===== src/rtl/alu_sat_adder_pkg.sv =====
// alu_sat_adder_pkg
// Shared ALU constants and types for the saturating adder pipeline.
//   LANE_W / WORD_W : byte-lane and full-word widths
//   LANE_LO/LANE_HI : bit positions inside the 2-bit msb/ovf vectors,
//                     ordered {lane low, lane high} as the saturation
//                     blocks expect
//   s1_t            : stage-1 pipeline register contents
package alu_sat_adder_pkg;

    localparam int LANE_W  = 8;
    localparam int WORD_W  = 16;
    localparam int LANE_LO = 1;
    localparam int LANE_HI = 0;

    typedef struct packed {
        logic              vld;
        logic [LANE_W-1:0] sum_lo;
        logic              v_l;
        logic [LANE_W-1:0] a_hi;
        logic [LANE_W-1:0] b_hi;      // already inverted on subtract
        logic              cin_hi;
        logic              byte_mode;
        logic              sat_en;
    } s1_t;

endpackage


===== src/rtl/alu_sat_adder_if.sv =====
// alu_sat_adder_if
// Operand/result bundle for the saturating adder.
//   master : issues operands and pipeline control, observes results
//   slave  : the adder itself
// Inputs : in_valid, a, b, sub, byte_mode, sat_en, stall, sat_clr
// Outputs: out_valid, sum, msb {f7,f15}, ovf {V_l,V_h}, sat_flag
interface alu_sat_adder_if;
    import alu_sat_adder_pkg::*;

    logic              in_valid;
    logic [WORD_W-1:0] a;
    logic [WORD_W-1:0] b;
    logic              sub;
    logic              byte_mode;
    logic              sat_en;
    logic              stall;
    logic              sat_clr;
    logic              out_valid;
    logic [WORD_W-1:0] sum;
    logic [1:0]        msb;
    logic [1:0]        ovf;
    logic              sat_flag;

    modport master (
        output in_valid, a, b, sub, byte_mode, sat_en, stall, sat_clr,
        input  out_valid, sum, msb, ovf, sat_flag
    );

    modport slave (
        input  in_valid, a, b, sub, byte_mode, sat_en, stall, sat_clr,
        output out_valid, sum, msb, ovf, sat_flag
    );

endinterface


===== src/rtl/alu_sat_adder_lane_add8.sv =====
// lane_add8
// Combinational 8-bit adder lane with carry-in.
//   a, b : lane operands (b already in effective, possibly inverted, form)
//   cin  : lane carry-in
//   sum  : wrapped lane sum
//   cout : carry out of bit 7
//   ovf  : signed overflow of this lane
module lane_add8
    import alu_sat_adder_pkg::*;
(
    input  logic [LANE_W-1:0] a,
    input  logic [LANE_W-1:0] b,
    input  logic              cin,
    output logic [LANE_W-1:0] sum,
    output logic              cout,
    output logic              ovf
);

    always_comb begin
        {cout, sum} = {1'b0, a} + {1'b0, b} + {{LANE_W{1'b0}}, cin};
        // Same-sign operands producing a different-sign result.
        ovf = (a[LANE_W-1] == b[LANE_W-1]) && (sum[LANE_W-1] != a[LANE_W-1]);
    end

endmodule


===== src/rtl/alu_sat_adder.sv =====
// alu_sat_adder
// Two-stage pipelined 16-bit add/subtract with per-lane sign/overflow flags
// for the byte/word saturation blocks, plus a sticky saturation status bit.
// Stage 1 adds the low byte; stage 2 adds the high byte using either the
// real carry (word mode) or a fresh lane carry-in (packed byte mode).
// Ports:
//   clk  : clock, rising edge
//   rst  : synchronous active-high reset (priority over stall/sat_clr)
//   bus  : alu_sat_adder_if.slave (operands, control, results, sat_flag)
module alu_sat_adder
    import alu_sat_adder_pkg::*;
(
    input  logic            clk,
    input  logic            rst,
    alu_sat_adder_if.slave  bus
);

    s1_t               s1_q, s1_d;
    logic              out_valid_q, out_valid_d;
    logic [WORD_W-1:0] sum_q, sum_d;
    logic [1:0]        msb_q, msb_d;
    logic [1:0]        ovf_q, ovf_d;
    logic              s2_byte_q, s2_byte_d;
    logic              s2_sat_en_q, s2_sat_en_d;
    logic              sat_flag_q, sat_flag_d;

    logic [WORD_W-1:0] b_eff;
    logic [LANE_W-1:0] lo_sum, hi_sum;
    logic              lo_cout, lo_ovf, hi_cout, hi_ovf;
    logic              sat_hit;

    // Subtract is A + ~B + 1; the +1 enters each lane via its carry-in.
    assign b_eff = bus.sub ? ~bus.b : bus.b;

    lane_add8 u_lane_lo (
        .a    (bus.a[LANE_W-1:0]),
        .b    (b_eff[LANE_W-1:0]),
        .cin  (bus.sub),
        .sum  (lo_sum),
        .cout (lo_cout),
        .ovf  (lo_ovf)
    );

    lane_add8 u_lane_hi (
        .a    (s1_q.a_hi),
        .b    (s1_q.b_hi),
        .cin  (s1_q.cin_hi),
        .sum  (hi_sum),
        .cout (hi_cout),
        .ovf  (hi_ovf)
    );

    always_comb begin
        s1_d        = s1_q;
        out_valid_d = out_valid_q;
        sum_d       = sum_q;
        msb_d       = msb_q;
        ovf_d       = ovf_q;
        s2_byte_d   = s2_byte_q;
        s2_sat_en_d = s2_sat_en_q;

        if (!bus.stall) begin
            s1_d.vld       = bus.in_valid;
            s1_d.sum_lo    = lo_sum;
            s1_d.v_l       = lo_ovf;
            s1_d.a_hi      = bus.a[WORD_W-1:LANE_W];
            s1_d.b_hi      = b_eff[WORD_W-1:LANE_W];
            // Packed mode cuts the bit-7 carry and restarts the lane.
            s1_d.cin_hi    = bus.byte_mode ? bus.sub : lo_cout;
            s1_d.byte_mode = bus.byte_mode;
            s1_d.sat_en    = bus.sat_en;

            out_valid_d      = s1_q.vld;
            sum_d            = {hi_sum, s1_q.sum_lo};
            msb_d[LANE_LO]   = s1_q.sum_lo[LANE_W-1];
            msb_d[LANE_HI]   = hi_sum[LANE_W-1];
            ovf_d[LANE_LO]   = s1_q.v_l;
            ovf_d[LANE_HI]   = hi_ovf;
            s2_byte_d        = s1_q.byte_mode;
            s2_sat_en_d      = s1_q.sat_en;
        end

        // Low-lane overflow only matters in packed mode; a stalled
        // output is not yet consumed so it cannot set the flag.
        sat_hit = out_valid_q && s2_sat_en_q && !bus.stall &&
                  (s2_byte_q ? (ovf_q[LANE_LO] | ovf_q[LANE_HI]) : ovf_q[LANE_HI]);

        if (sat_hit)          sat_flag_d = 1'b1;
        else if (bus.sat_clr) sat_flag_d = 1'b0;
        else                  sat_flag_d = sat_flag_q;
    end

    always_ff @(posedge clk) begin
        if (rst) begin
            s1_q        <= '0;
            out_valid_q <= 1'b0;
            sum_q       <= '0;
            msb_q       <= '0;
            ovf_q       <= '0;
            s2_byte_q   <= 1'b0;
            s2_sat_en_q <= 1'b0;
            sat_flag_q  <= 1'b0;
        end else begin
            s1_q        <= s1_d;
            out_valid_q <= out_valid_d;
            sum_q       <= sum_d;
            msb_q       <= msb_d;
            ovf_q       <= ovf_d;
            s2_byte_q   <= s2_byte_d;
            s2_sat_en_q <= s2_sat_en_d;
            sat_flag_q  <= sat_flag_d;
        end
    end

    assign bus.out_valid = out_valid_q;
    assign bus.sum       = sum_q;
    assign bus.msb       = msb_q;
    assign bus.ovf       = ovf_q;
    assign bus.sat_flag  = sat_flag_q;

endmodule


===== src/flat_wrapper.sv =====
// flat-port wrapper written by rule: the top's interface ports become plain ports
module alu_sat_adder_flat import alu_sat_adder_pkg::*;
  (clk, rst, bus_in_valid, bus_a, bus_b, bus_sub, bus_byte_mode, bus_sat_en, bus_stall, bus_sat_clr, bus_out_valid, bus_sum, bus_msb, bus_ovf, bus_sat_flag);
  alu_sat_adder_if bus_i ();
  input  logic clk;
  input  logic rst;
  input wire logic [$bits(bus_i.in_valid)-1:0] bus_in_valid;
  input wire logic [$bits(bus_i.a)-1:0] bus_a;
  input wire logic [$bits(bus_i.b)-1:0] bus_b;
  input wire logic [$bits(bus_i.sub)-1:0] bus_sub;
  input wire logic [$bits(bus_i.byte_mode)-1:0] bus_byte_mode;
  input wire logic [$bits(bus_i.sat_en)-1:0] bus_sat_en;
  input wire logic [$bits(bus_i.stall)-1:0] bus_stall;
  input wire logic [$bits(bus_i.sat_clr)-1:0] bus_sat_clr;
  output wire logic [$bits(bus_i.out_valid)-1:0] bus_out_valid;
  output wire logic [$bits(bus_i.sum)-1:0] bus_sum;
  output wire logic [$bits(bus_i.msb)-1:0] bus_msb;
  output wire logic [$bits(bus_i.ovf)-1:0] bus_ovf;
  output wire logic [$bits(bus_i.sat_flag)-1:0] bus_sat_flag;
  assign bus_i.in_valid = bus_in_valid;
  assign bus_i.a = bus_a;
  assign bus_i.b = bus_b;
  assign bus_i.sub = bus_sub;
  assign bus_i.byte_mode = bus_byte_mode;
  assign bus_i.sat_en = bus_sat_en;
  assign bus_i.stall = bus_stall;
  assign bus_i.sat_clr = bus_sat_clr;
  assign bus_out_valid = bus_i.out_valid;
  assign bus_sum = bus_i.sum;
  assign bus_msb = bus_i.msb;
  assign bus_ovf = bus_i.ovf;
  assign bus_sat_flag = bus_i.sat_flag;
  alu_sat_adder u_core (.clk(clk), .rst(rst), .bus(bus_i));
endmodule

===== config.mk =====
export PLATFORM = sky130hd
export DESIGN_NAME = alu_sat_adder_flat
export DESIGN_NICKNAME = d
export VERILOG_FILES = /design/src/rtl/alu_sat_adder_pkg.sv /design/src/rtl/alu_sat_adder_if.sv /design/src/rtl/alu_sat_adder_lane_add8.sv /design/src/rtl/alu_sat_adder.sv /design/src/flat_wrapper.sv
export SDC_FILE = /design/constraint.sdc
export NUM_CORES = 1
export LEC_CHECK = 0
export CAP_MARGIN = 40
export CORE_ASPECT_RATIO = 1.1
export CORE_MARGIN = 1
export CORE_UTILIZATION = 47
export CTS_BUF_LIST = sky130_fd_sc_hd__clkbuf_4 sky130_fd_sc_hd__clkbuf_8
export CTS_CLUSTER_SIZE = 28
export DETAILED_ROUTE_END_ITERATION = 6
export PLACE_DENSITY_LB_ADDON = 0.08
export SLEW_MARGIN = 10
export SYNTH_ARGS = -nofsm -noshare
export SYNTH_HDL_FRONTEND = slang
export SYNTH_SLANG_ARGS = --single-unit
export TNS_END_PERCENT = 30

===== constraint.sdc =====
create_clock -name clk -period 2.2 [get_ports clk]
set_clock_uncertainty 0.2 [all_clocks]
set_input_delay 0.22 -clock clk [delete_from_list [all_inputs] [get_ports clk]]
set_output_delay 0.22 -clock clk [all_outputs]
set_load 0.02 [all_outputs]

==> impl_metrics.ini <==
[floorplan]
dieArea_um2 = 5940
rows = 28
die_w_um = 73.6
coreArea_um2 = 5400
pin_count = 62
start_util = 0.491
die_h_um = 80.7

[logic_synthesis]
ys_seq_area_frac = 0.385
syn-num-nets = 354
syn_area_um2 = 2650
synth_top_area_frac = 0.385
ys_ff_latch = 51
async_reset_ff_frac = 0
yosys_warnings = 0
synth.largest_area_cell = dfxtp_1
synth_enable_flop_cells = 0
synth_top_cells_by_area = dfxtp_1, mux2i_1, nor2_1
syn_area_per_cell_um2 = 8.92
synth_cell_type_count = 47
synth_flop_cell = dfxtp_1
synth_cells = 297

[place]
dp_cells = 441
hpwl_um = 3960
routabilityCongestion = 0.759
dpl_cell_area_um2 = 3490
port_buffers = 61

[clock_tree]
numCtsBuffers = 5
clock_sinks = 51
cts_htree_levels = 2
cts_hold_buf = 0
ctsLongestPathBuffers = 2
clock_latency_ps = 300
clk_pin_slew_ps = 90
cts_tree = done
cts_root_buf = clkbuf_8

[sta]
max-slew-margin-rel = 0.607
fmax_mhz = 455
setup-violations-final = 0
rsz0062_at_grt = yes
drv_slew = 0
worst_slew_pin_slew_ps = 590
final_hold_viol_count = 0
period_needed_ps = 2200
period_share = 0.999

[detailed_routing]
drt-initial-drc-count = 78
drc = 0
drtPass1Iterations = 4
vias = 2316
totalWireLength_um = 5630
viasPerCell = 5.03
wl_per_cell_um = 12.2
drtAntennaViolNets = 0

[global_route]
antenna_found_initial = 0
grt_pass1_vias = 2093
grt-ovfl-total = 0
grt_start_max_net_pins = 32
grt_usage = 0.198
grt_pass1_wl_um = 9140

[finish]
layout_commonest_cell = nor2_1
multiInputGateArea_um2 = 1550
final_cells = 460
regArea_um2 = 1030
drive_above_1_share = 0.174
final_core_util = 0.700
design_area_um2 = 3770
area_delta_synth_final_pct = 42.5
antenna_cells = 0
layout_common_cells = nor2_1, clkdlybuf4s50_1, dfxtp_1, buf_4, mux2i_1
nFillCells = 458
finalNetCount = 441

[pwr]
vdd_drop_max_mv = 0.377
p_sw_frac = 0.270
powerDensity_nw_per_um2 = 620
switchingPower_uw = 633
p_comb_frac = 0.272
leakage_uw = 0.00162
p_int_uw = 1710
clockPowerShare = 0.289
p_seq_frac = 0.439

[worst_hold_path]
hp-class = in2reg

[critical_path]
critPathRequiredTime_ps = 2190
crit_type = in2reg
crit_arrival_ps = 2190
critPathCaptureType = register
crit_fanout = 3
start_kind = input pin

[outcome]
status = finished, final reports clean

[run]
drv_cap = 0
==> power groups by stage <==
stage | Sequential (µW) | Combinational [µW] | Clock (µW)
after floorplan | 1070 | 319 | 0
after global placement | 1050 | 573 | 0
after CTS | 1030 | 603 | 695
final | 1030 | 637 | 676
after detailed placement | 1050 | 580 | 0
after global routing | 1040 | 704 | 721
==> critical path, stage by stage <==
cell	delay, ps
clkdlybuf4s50_1	510
xor2_2	160
ha_1	260
a21o_1	180
a221o_1	330
a31oi_4	170
nor4_1	70
a311o_1	280
==> what timing repair did <==
action,in CTS,in global routing
pin swaps,0,10
gates resized for setup,4,21
setup buffers,6,4
setup endpoints to repair,6,10
cloned,0,1
==> state kept, by name, indices dropped and copies added, names as in the netlist <==
register              flops
u_core.bus.sum           15
u_core.bus.ovf            2
u_core.s2_byte_q          1
u_core.s2_sat_en_q        1
u_core.bus.msb            1
u_core.bus.out_valid      1
u_core.bus.sat_flag       1
u_core.s1_q              29
==> Yosys cell counts, drive strengths merged (6+ instances only) <==
master and n:
a21oi 24, xor2 12, mux2i 26, nor2 55, nor3 7, o211ai 6, nand2 10, o21ai 6
buf 15, xnor2 9, inv 10, dfxtp 51, ha 14, o21a 6
==> stage by stage <==
stage                     setup slack (ps)  setup TNS, ps  power, µW  hold WS (ps)
after floorplan                      -74.8          -82.3       1390           164
after global placement                -480          -2580       1620           254
after detailed placement              -520          -2850       1630           269
after CTS                             1.79              0       2330          72.3
after global routing                 -48.7          -49.3       2460          92.6
final                                 2.93              0       2340          84.7
==> area by class of cell <==
cell class,instances,share of cell area
inverters,11,0.0109
repair buffers,99,0.251
flip-flops and latches,51,0.272
clock buffers,6,0.0219
multi-input cells,216,0.410
clock inverters,2,0.00928
well taps,75,0.0249
==> path summary, 6_finish.rpt <==
check                           from                 end  slack, ps  cells past startpoint
setup / recovery            bus_b[4]     u_core.s1_q[27]          3                      8
hold / removal                   rst     u_core.s1_q[23]         80                      2
setup reg to reg      u_core.s1_q[2]  u_core.bus.sum[12]        130                      8
hold reg to reg   u_core.bus.sum[12]  u_core.bus.sum[12]        280                      2
==> logic make-up (layout without fill, tap and decap cells) <==
logic type                 after synthesis  count (layout)  synth area share
xor gates and xnor gates                21              21            0.0694
and+or+nand+nor                         93              93             0.162
DFF                                     51              51             0.385
muxes                                   26              26            0.0983
adders and majority gates               17              17            0.0888
AOI/OAI and AO/OA                       59              59             0.145
buffers and inverters                   30             118            0.0515
==> metal layers <==
layer | GRT usage | wire length, µm | vias up
met2 | 0.350 | 2790 | 44
li1 | - | - | 1203
met5 | 0 | 0 | -
met3 | 0.0409 | 197 | 10
met1 | 0.241 | 2550 | 1059
met4 | 0.0596 | 82 | 0
Note: power is estimated with default switching activity, not from simulation.
